==> src/rtl/pc_cmd_frame_rx.sv <==
// Host-link command framer: hunts for SYNC, buffers LEN payload bytes, verifies the XOR
// checksum and only then releases the payload to the configuration parser, one byte per ack.
//
// state    | meaning
// ---------+-------------------------------------------------------------
// HUNT     | discard host bytes until SYNC_BYTE
// LEN      | expect length byte (1..MAX_LEN)
// PAYLOAD  | store payload into buffer, fold into running checksum
// CHK      | compare checksum byte, release or reject
// RELEASE  | present verified bytes to parser, host stalled
module pc_cmd_frame_rx #(
    parameter logic [7:0] SYNC_BYTE      = 8'hA5,
    parameter int         MAX_LEN        = 16,
    parameter int         TIMEOUT_CYCLES = 1000
) (
    input  logic        clk_i,
    input  logic        rst_i,
    input  logic        rx_valid_i,
    input  logic [7:0]  rx_data_i,
    output logic        rx_ready_o,
    output logic        pc_cmd_valid_o,
    output logic [7:0]  pc_cmd_data_o,
    input  logic        pc_ack_i,
    output logic        frame_ok_o,
    output logic        frame_err_o,
    output logic [1:0]  err_code_o,
    output logic [15:0] ok_count_o,
    output logic [15:0] err_count_o
);

    localparam int LW = $clog2(MAX_LEN + 1);
    localparam int AW = (MAX_LEN > 1) ? $clog2(MAX_LEN) : 1;
    localparam int TW = $clog2(TIMEOUT_CYCLES);
    localparam logic [TW-1:0] IDLE_TOP  = TW'(TIMEOUT_CYCLES - 1);
    localparam logic [7:0]    MAX_LEN_B = 8'(MAX_LEN);

    typedef enum logic [2:0] {
        ST_HUNT,
        ST_LEN,
        ST_PAYLOAD,
        ST_CHK,
        ST_RELEASE
    } state_e;

    state_e          state_q, state_d;
    logic [LW-1:0]   len_q, len_d;
    logic [LW-1:0]   idx_q, idx_d;
    logic [7:0]      chk_q, chk_d;
    logic [TW-1:0]   idle_q, idle_d;
    logic [7:0]      buf_q [MAX_LEN];
    logic            rx_ready_q, rx_ready_d;
    logic            valid_q, valid_d;
    logic [7:0]      data_q, data_d;
    logic            ok_q, ok_d;
    logic            err_q, err_d;
    logic [1:0]      code_q, code_d;
    logic [15:0]     okc_q, okc_d;
    logic [15:0]     errc_q, errc_d;
    logic            buf_we;
    logic            err_hit;
    logic [1:0]      err_cause;
    logic            xfer;

    assign xfer = rx_valid_i & rx_ready_q;

    always_comb begin
        state_d   = state_q;
        len_d     = len_q;
        idx_d     = idx_q;
        chk_d     = chk_q;
        idle_d    = idle_q;
        data_d    = data_q;
        code_d    = code_q;
        okc_d     = okc_q;
        errc_d    = errc_q;
        ok_d      = 1'b0;
        err_d     = 1'b0;
        buf_we    = 1'b0;
        err_hit   = 1'b0;
        err_cause = 2'd0;

        case (state_q)
            ST_HUNT: begin
                idle_d = IDLE_TOP;
                if (xfer && rx_data_i == SYNC_BYTE) state_d = ST_LEN;
            end
            ST_LEN: begin
                if (xfer) begin
                    if (rx_data_i == 8'd0 || rx_data_i > MAX_LEN_B) begin
                        err_hit   = 1'b1;
                        err_cause = 2'd1;
                    end else begin
                        len_d   = rx_data_i[LW-1:0];
                        chk_d   = rx_data_i;
                        idx_d   = '0;
                        state_d = ST_PAYLOAD;
                    end
                end
            end
            ST_PAYLOAD: begin
                if (xfer) begin
                    buf_we = 1'b1;
                    chk_d  = chk_q ^ rx_data_i;
                    idx_d  = idx_q + LW'(1);
                    if (idx_d == len_q) state_d = ST_CHK;
                end
            end
            ST_CHK: begin
                if (xfer) begin
                    if (rx_data_i == chk_q) begin
                        idx_d   = '0;
                        state_d = ST_RELEASE;
                    end else begin
                        err_hit   = 1'b1;
                        err_cause = 2'd2;
                    end
                end
            end
            ST_RELEASE: begin
                if (pc_ack_i) begin
                    idx_d = idx_q + LW'(1);
                    if (idx_d == len_q) begin
                        state_d = ST_HUNT;
                        ok_d    = 1'b1;
                        if (okc_q != 16'hFFFF) okc_d = okc_q + 16'd1;
                    end
                end
            end
            default: state_d = ST_HUNT;
        endcase

        // Idle down-counter: terminal count on an idle clock is the timeout.
        if (state_q == ST_LEN || state_q == ST_PAYLOAD || state_q == ST_CHK) begin
            if (xfer) begin
                idle_d = IDLE_TOP;
            end else if (idle_q == '0) begin
                err_hit   = 1'b1;
                err_cause = 2'd3;
            end else begin
                idle_d = idle_q - TW'(1);
            end
        end

        if (err_hit) begin
            state_d = ST_HUNT;
            err_d   = 1'b1;
            code_d  = err_cause;
            if (errc_q != 16'hFFFF) errc_d = errc_q + 16'd1;
        end

        rx_ready_d = (state_d != ST_RELEASE);
        valid_d    = (state_d == ST_RELEASE);
        if (state_d == ST_RELEASE) data_d = buf_q[idx_d[AW-1:0]];
    end

    always_ff @(posedge clk_i or posedge rst_i) begin
        if (rst_i) begin
            state_q    <= ST_HUNT;
            len_q      <= '0;
            idx_q      <= '0;
            chk_q      <= '0;
            idle_q     <= IDLE_TOP;
            rx_ready_q <= 1'b1;
            valid_q    <= 1'b0;
            data_q     <= '0;
            ok_q       <= 1'b0;
            err_q      <= 1'b0;
            code_q     <= '0;
            okc_q      <= '0;
            errc_q     <= '0;
        end else begin
            state_q    <= state_d;
            len_q      <= len_d;
            idx_q      <= idx_d;
            chk_q      <= chk_d;
            idle_q     <= idle_d;
            rx_ready_q <= rx_ready_d;
            valid_q    <= valid_d;
            data_q     <= data_d;
            ok_q       <= ok_d;
            err_q      <= err_d;
            code_q     <= code_d;
            okc_q      <= okc_d;
            errc_q     <= errc_d;
        end
    end

    // Payload storage needs no reset: it is only read after being written.
    always_ff @(posedge clk_i) begin
        if (buf_we) buf_q[idx_q[AW-1:0]] <= rx_data_i;
    end

    assign rx_ready_o     = rx_ready_q;
    assign pc_cmd_valid_o = valid_q;
    assign pc_cmd_data_o  = data_q;
    assign frame_ok_o     = ok_q;
    assign frame_err_o    = err_q;
    assign err_code_o     = code_q;
    assign ok_count_o     = okc_q;
    assign err_count_o    = errc_q;

endmodule

==> config.mk <==
export PLATFORM = sky130hd
export DESIGN_NAME = pc_cmd_frame_rx
export DESIGN_NICKNAME = d
export VERILOG_FILES = /design/src/rtl/pc_cmd_frame_rx.sv
export SDC_FILE = /design/constraint.sdc
export NUM_CORES = 1
export LEC_CHECK = 0
export CORE_UTILIZATION = 55
export DETAILED_ROUTE_END_ITERATION = 8
export PLACE_DENSITY_LB_ADDON = 0.1
export SLEW_MARGIN = 5
export SYNTH_ARGS = -nofsm -noshare
export SYNTH_HDL_FRONTEND = slang
export SYNTH_SLANG_ARGS = --single-unit
export TNS_END_PERCENT = 30
==> constraint.sdc <==
create_clock -name clk_i -period 3.45 [get_ports clk_i]
set_input_delay 0.8625 -clock clk_i [delete_from_list [all_inputs] [get_ports clk_i]]
set_output_delay 0.8625 -clock clk_i [all_outputs]
set_load 0.02 [all_outputs]
Word-level counts from Yosys, hierarchy flattened:

Memory sizes are Yosys's and may differ from the RTL's. A register that Yosys moved wholly into a read port is not among the register bits.
Cells that the tools add are included.

* flip-flop bits (word level): 69
* logic and storage cells: 103
* memory bits (writable): 128
* memories: 1

Memories
* buf_q: words 16, bits a word 8, read ports 1, clocked after memory_dff 1, write ports 1, RTL line 50 `logic [7:0] buf_q [MAX_LEN];`

* muxes and demuxes: 50
* magnitude comparators: 1
* reductions and logical operators: 14
* bitwise operators: 3
* equality and inequality tests: 17
* $add $sub $neg: 4

Operators by type and width (number)
* $mux 10: 4
* $add 16x1->16 const B: 2
* $ne 16x16->1 const B: 2
* $mux 3: 10
* $mux 5: 6
* $mux 8: 3
* $pmux 5 s4: 1
* $mux 1: 17
* $pmux 8 s2: 1
* $pmux 3 s5: 1
* $ne 2x2->1 const B: 6
* $logic_not 10->1: 1
* $mux 2: 5
* $sub 10x1->10 const B: 1
* $eq 8x8->1: 1
* $eq 8x8->1 const B: 1
* $gt 8x5->1 const B: 1
* $logic_not 8->1: 1
* $reduce_and 4->1: 2
* $xor 8x8->8: 1
* $reduce_and 7->1: 1
* $eq 3x2->1 const B: 2
* $eq 3x3->1 const B: 2
* $add 5x1->5 const B: 1
* other kinds (14): 16

Depth between registers and ports, before layout:

* depth after elaboration: 10
* gate-level depth with buffers: 12
* mapped depth without buffers: 10

Least setup slack after synthesis:

Ideal clock, no wire load.

* path kind: in2reg
* start: in rx_data_i[7]
* end: reg data_q[1] (netlist: pc_cmd_data_o[1]), read port of buf_q
* slack: 0.002 ns
* library setup time: 0.129 ns
* buffers on the path: 2
* data required time: 3.321 ns
* cell stages on the path: 11
* data arrival time: 3.320 ns
* cells stage by stage: clkbuf_1 -> xor2_1 -> nor4_2 -> a2111oi_2 -> a211oi_4 -> inv_4 -> buf_2 -> and2_1 -> a2111oi_0 -> a2111oi_0 -> a2111o_1

* longest elaborated chain between the ends: 10
* elaborated cells on any way between the ends: 27

RTL lines
* start, declared: RTL line 19 `input logic [7:0] rx_data_i,`
* $gt 8x5->1 / $logic_not 8->1 (equally long branches): RTL line 89 `if (rx_data_i == 8'd0 || rx_data_i > MAX_LEN_B) begin`
* $logic_or 1x1->1: RTL line 89
* $mux 1: RTL line 89
* $mux 1: RTL line 88 `if (xfer) begin`
* $pmux 1 s2: RTL line 82 `case (state_q)`
* $mux 1: RTL line 136 `end else if (idle_q == '0) begin`
* $mux 1: RTL line 134 `if (xfer) begin`
* $mux 1: RTL line 133 `if (state_q == ST_LEN || state_q == ST_PAYLOAD || state_q == ST_CHK) begin`
* $mux 3: RTL line 144 `if (err_hit) begin`
* $eq 3x3->1: RTL line 153 `if (state_d == ST_RELEASE) data_d = buf_q[idx_d[AW-1:0]];`
* end, declared: RTL line 53 `logic [7:0] data_q, data_d;`

Parallel ways exist; a longest one is shown, timed or not. The select of a mux whose other input is x is not followed.
A chain may end at the register's enable or synchronous reset.

Worst setup path after layout:

* start: in rx_data_i[5]
* end: reg data_q[6] (netlist: pc_cmd_data_o[6]), read port of buf_q

The elaborated chain is that of the path after synthesis.

==> metrics.csv <==
metric,value,unit
status,"finished, final reports clean",
DR iter-0 viols,592,
Final Max Slew Viols,0,
first-pass GRT wire length,33100,µm
antenna-violating nets left,0,
Congestion Overflow GR,0,
die area,17000,µm²
vias per cell,5.80,
Yosys reg bits,205,
Avg WL per Cell,20.0,µm
Synth warnings,0,
Worst Path Arrival,3.74,ns
ys async rst share,37.6,%
pwr dens,746,nW/µm²
CTS tree,yes,
Detail Placement HPWL,14200,µm
root buf cell,clkbuf_16,
drt first pass iters,5,
die height,130,µm
nets@finish,871,
met2 routed WL,11000,µm
depth of the CTS H-tree,1,
post-synthesis net count,735,
Worst EP required,3.81,ns
ant diodes,0,
Slew headroom,50.7,%
pin count of the biggest net entering global routing,41,
CP endpoint kind,flip-flop,
top metal layer carrying routed signals,met4,
met1 wire length,9040,µm
Unique masters post-synth,62,
Yosys top cell area share,42.4,%
clk buf depth,3,
total CTS buffers,22,
number of synthesized flops with an enable pin,128,
fraction of layout cells with a size suffix above 1,20.4,%
area of the multi-input gates,3320,µm²
sequential share of the synthesized area,63.7,%
initial antenna violation count,0,
"Hold-fix buffers, CTS",0,
Ports,58,
Placer Congestion,0.870,
Syn-to-layout area delta,27.2,%
Die X,130,µm
critical path launch point type,input pin,
vias in the first global route,6244,
most common flop cell mapped by yosys,edfxtp_1,
Max VDD drop,0.592,mV
FILL cells,1086,
# DRC,0,
setup_tns,0,ns
GRT Total Usage,25.8,%
core box area,16000,µm²
Worst-Skew Late Latency,0.49,ns
Tightest Pin Transition,0.739,ns
clk slew on worst S/H paths,0.05,ns
final setup fails,0,
Overall Power,0.00861,W
FP Rows,46,
final period utilization,98.0,%
Max Clock Skew,0.0110,ns
Via Count,6286,
LEAKAGE,4.49,nW
Post-Synthesis Cell Area,9070,µm²
cell taking the most area after synthesis,edfxtp_1,
Mapped Cells,716,
Max Cap Viol,0,
final-report hold violation count,0,
crit-path max FO,14,
class of the worst hold path,reg -> reg,
Starting Density,56.7,%
Avg Synthesized Cell Area,12.7,µm²
sequential cell area,5780,µm²
top post-synthesis cells by area,"edfxtp_1 42%, dfrtp_1 19%, nand2_1 3.1%",
routed wl met3,1220,µm
port bufs,57,
final WL,21700,µm
clock sink count,205,
Max Clk Rate,0.296,GHz
CP Class,in -> reg,
fin crit period,3.38,ns
placed cells by master, fill, tap and decap left out, drive strengths merged, types with 8 or more instances in the layout:
cell type	netlist	final
edfxtp	128	128
buf	6	85
nand2	76	76
dfrtp	68	68
clkdlybuf4s50	0	49
clkbuf	25	37
a21oi	36	36
nor2	29	29
and2	29	29
xnor2	28	28
nand3	25	25
mux2i	25	25
o21ai	21	21
xor2	20	20
inv	21	19
mux2	19	19
a2111oi	18	18
nor3	17	17
and3	13	13
a211oi	11	11
dfstp	9	9
a221oi	8	8
metrics by stage:
stage | std cells | area, µm² | hold WS, ns | util, % | setup WS, ns
floorplan | 716 | 9070 | 0.473 | - | 0.00164
global placement | 1031 | 10400 | 0.478 | 65.1 | -0.860
detailed placement | 1031 | 10400 | 0.487 | 65.1 | -0.874
CTS | 1075 | 11300 | 0.501 | 70.5 | 0.00836
global route | 1084 | 11500 | 0.517 | 72.1 | -0.0188
finish | 1084 | 11500 | 0.496 | 72.1 | 0.0690
registers in the layout (all words and copies together) (netlist names), 3 cells and up:
register,cells
buf_q,128
chk_q,8
err_count_o,16
idle_q,10
idx_q,5
len_q,5
ok_count_o,16
pc_cmd_data_o,8
state_q,3
repair_timing:
action	4_1_cts	5_1_grt
gates resized for setup	28	36
pin swaps	2	10
gates cloned	0	1
buffers inserted	4	8
setup endpoints to repair	8	9
where the power goes:
part,switching [W],internal [W]
Sequential,0.000202,0.00280
Combinational,0.00180,0.00148
Clock,0.000906,0.00143
layout make-up:
cell class | instances | area share (%)
Tap cell | 216 | 2.34
Inverter | 21 | 0.759
Clock buffer | 36 | 5.93
Multi-Input combinational cell | 459 | 28.8
Timing Repair Buffer | 143 | 11.7
Sequential cell | 205 | 50.1
Clock inverter | 4 | 0.401
Yosys cell counts, types with 4 or more instances:
cell / instances
mux2i_1: 25
a2111o_1: 7
nand2_1: 76
nand4_1: 7
and2_1: 22
a21oi_1: 36
nor4_1: 4
buf_2: 5
mux2_2: 13
clkbuf_1: 25
and3_1: 13
nor3_1: 17
edfxtp_1: 128
and2_0: 7
a211oi_1: 9
a21o_1: 4
mux2_1: 6
nand2b_1: 5
a2111oi_0: 16
a221oi_1: 8
dfstp_2: 9
dfrtp_1: 68
xor2_1: 20
or3_1: 7
o21ai_0: 21
xnor2_1: 28
nand3_1: 25
ha_1: 7
nor2_1: 29
inv_1: 18
cell families (layout without fill, tap and decap cells):
family / after synthesis / after routing / share of synthesized area (%)
xor+xnor: 48 / 48 / 4.63
simple gates: 232 / 232 / 13.1
buf+inv: 52 / 204 / 2.29
flops: 205 / 205 / 63.7
fa+ha+maj: 7 / 7 / 0.965
compound gates: 128 / 128 / 10.2
mux: 44 / 44 / 5.12
final timing paths:
kind / start / endpoint / slack [ns] / cells after the start
setup / recovery: rx_data_i[5] / pc_cmd_data_o[6]$_DFFE_PP0N_ / 0.07 / 14
hold / removal: err_count_o[11]$_DFFE_PP0P_ / err_count_o[11]$_DFFE_PP0P_ / 0.50 / 1
setup reg to reg: idx_q[0]$_DFF_PP0_ / pc_cmd_data_o[7]$_DFFE_PP0N_ / 0.18 / 10
hold reg to reg: err_count_o[11]$_DFFE_PP0P_ / err_count_o[11]$_DFFE_PP0P_ / 0.50 / 1
max in group asynchronous: rst_i / idle_q[1]$_DFF_PP1_ / 1.93 / 3
min in group asynchronous: rst_i / ok_count_o[10]$_DFFE_PP0P_ / 0.79 / 2
metal layers:
metal / track usage [%] / vias to the layer above
li1: - / 2941
met1: 33.8 / 3109
met2: 44.8 / 209
met3: 4.07 / 27
met4: 7.64 / 0
met5: 0 / -
worst max-delay path: stages:
cell and delay (ns):
dlygate4sd2_1 0.35, nor4b_4 0.34, mux2i_2 0.14, a32o_2 0.31
a211oi_4 0.29, clkinv_4 0.16, buf_8 0.17, buf_12 0.15
buf_4 0.15, nand2_1 0.06, and3_1 0.16, a211oi_1 0.05
buf_4 0.15, a2111o_1 0.38
(Power assumes the default switching activity.)
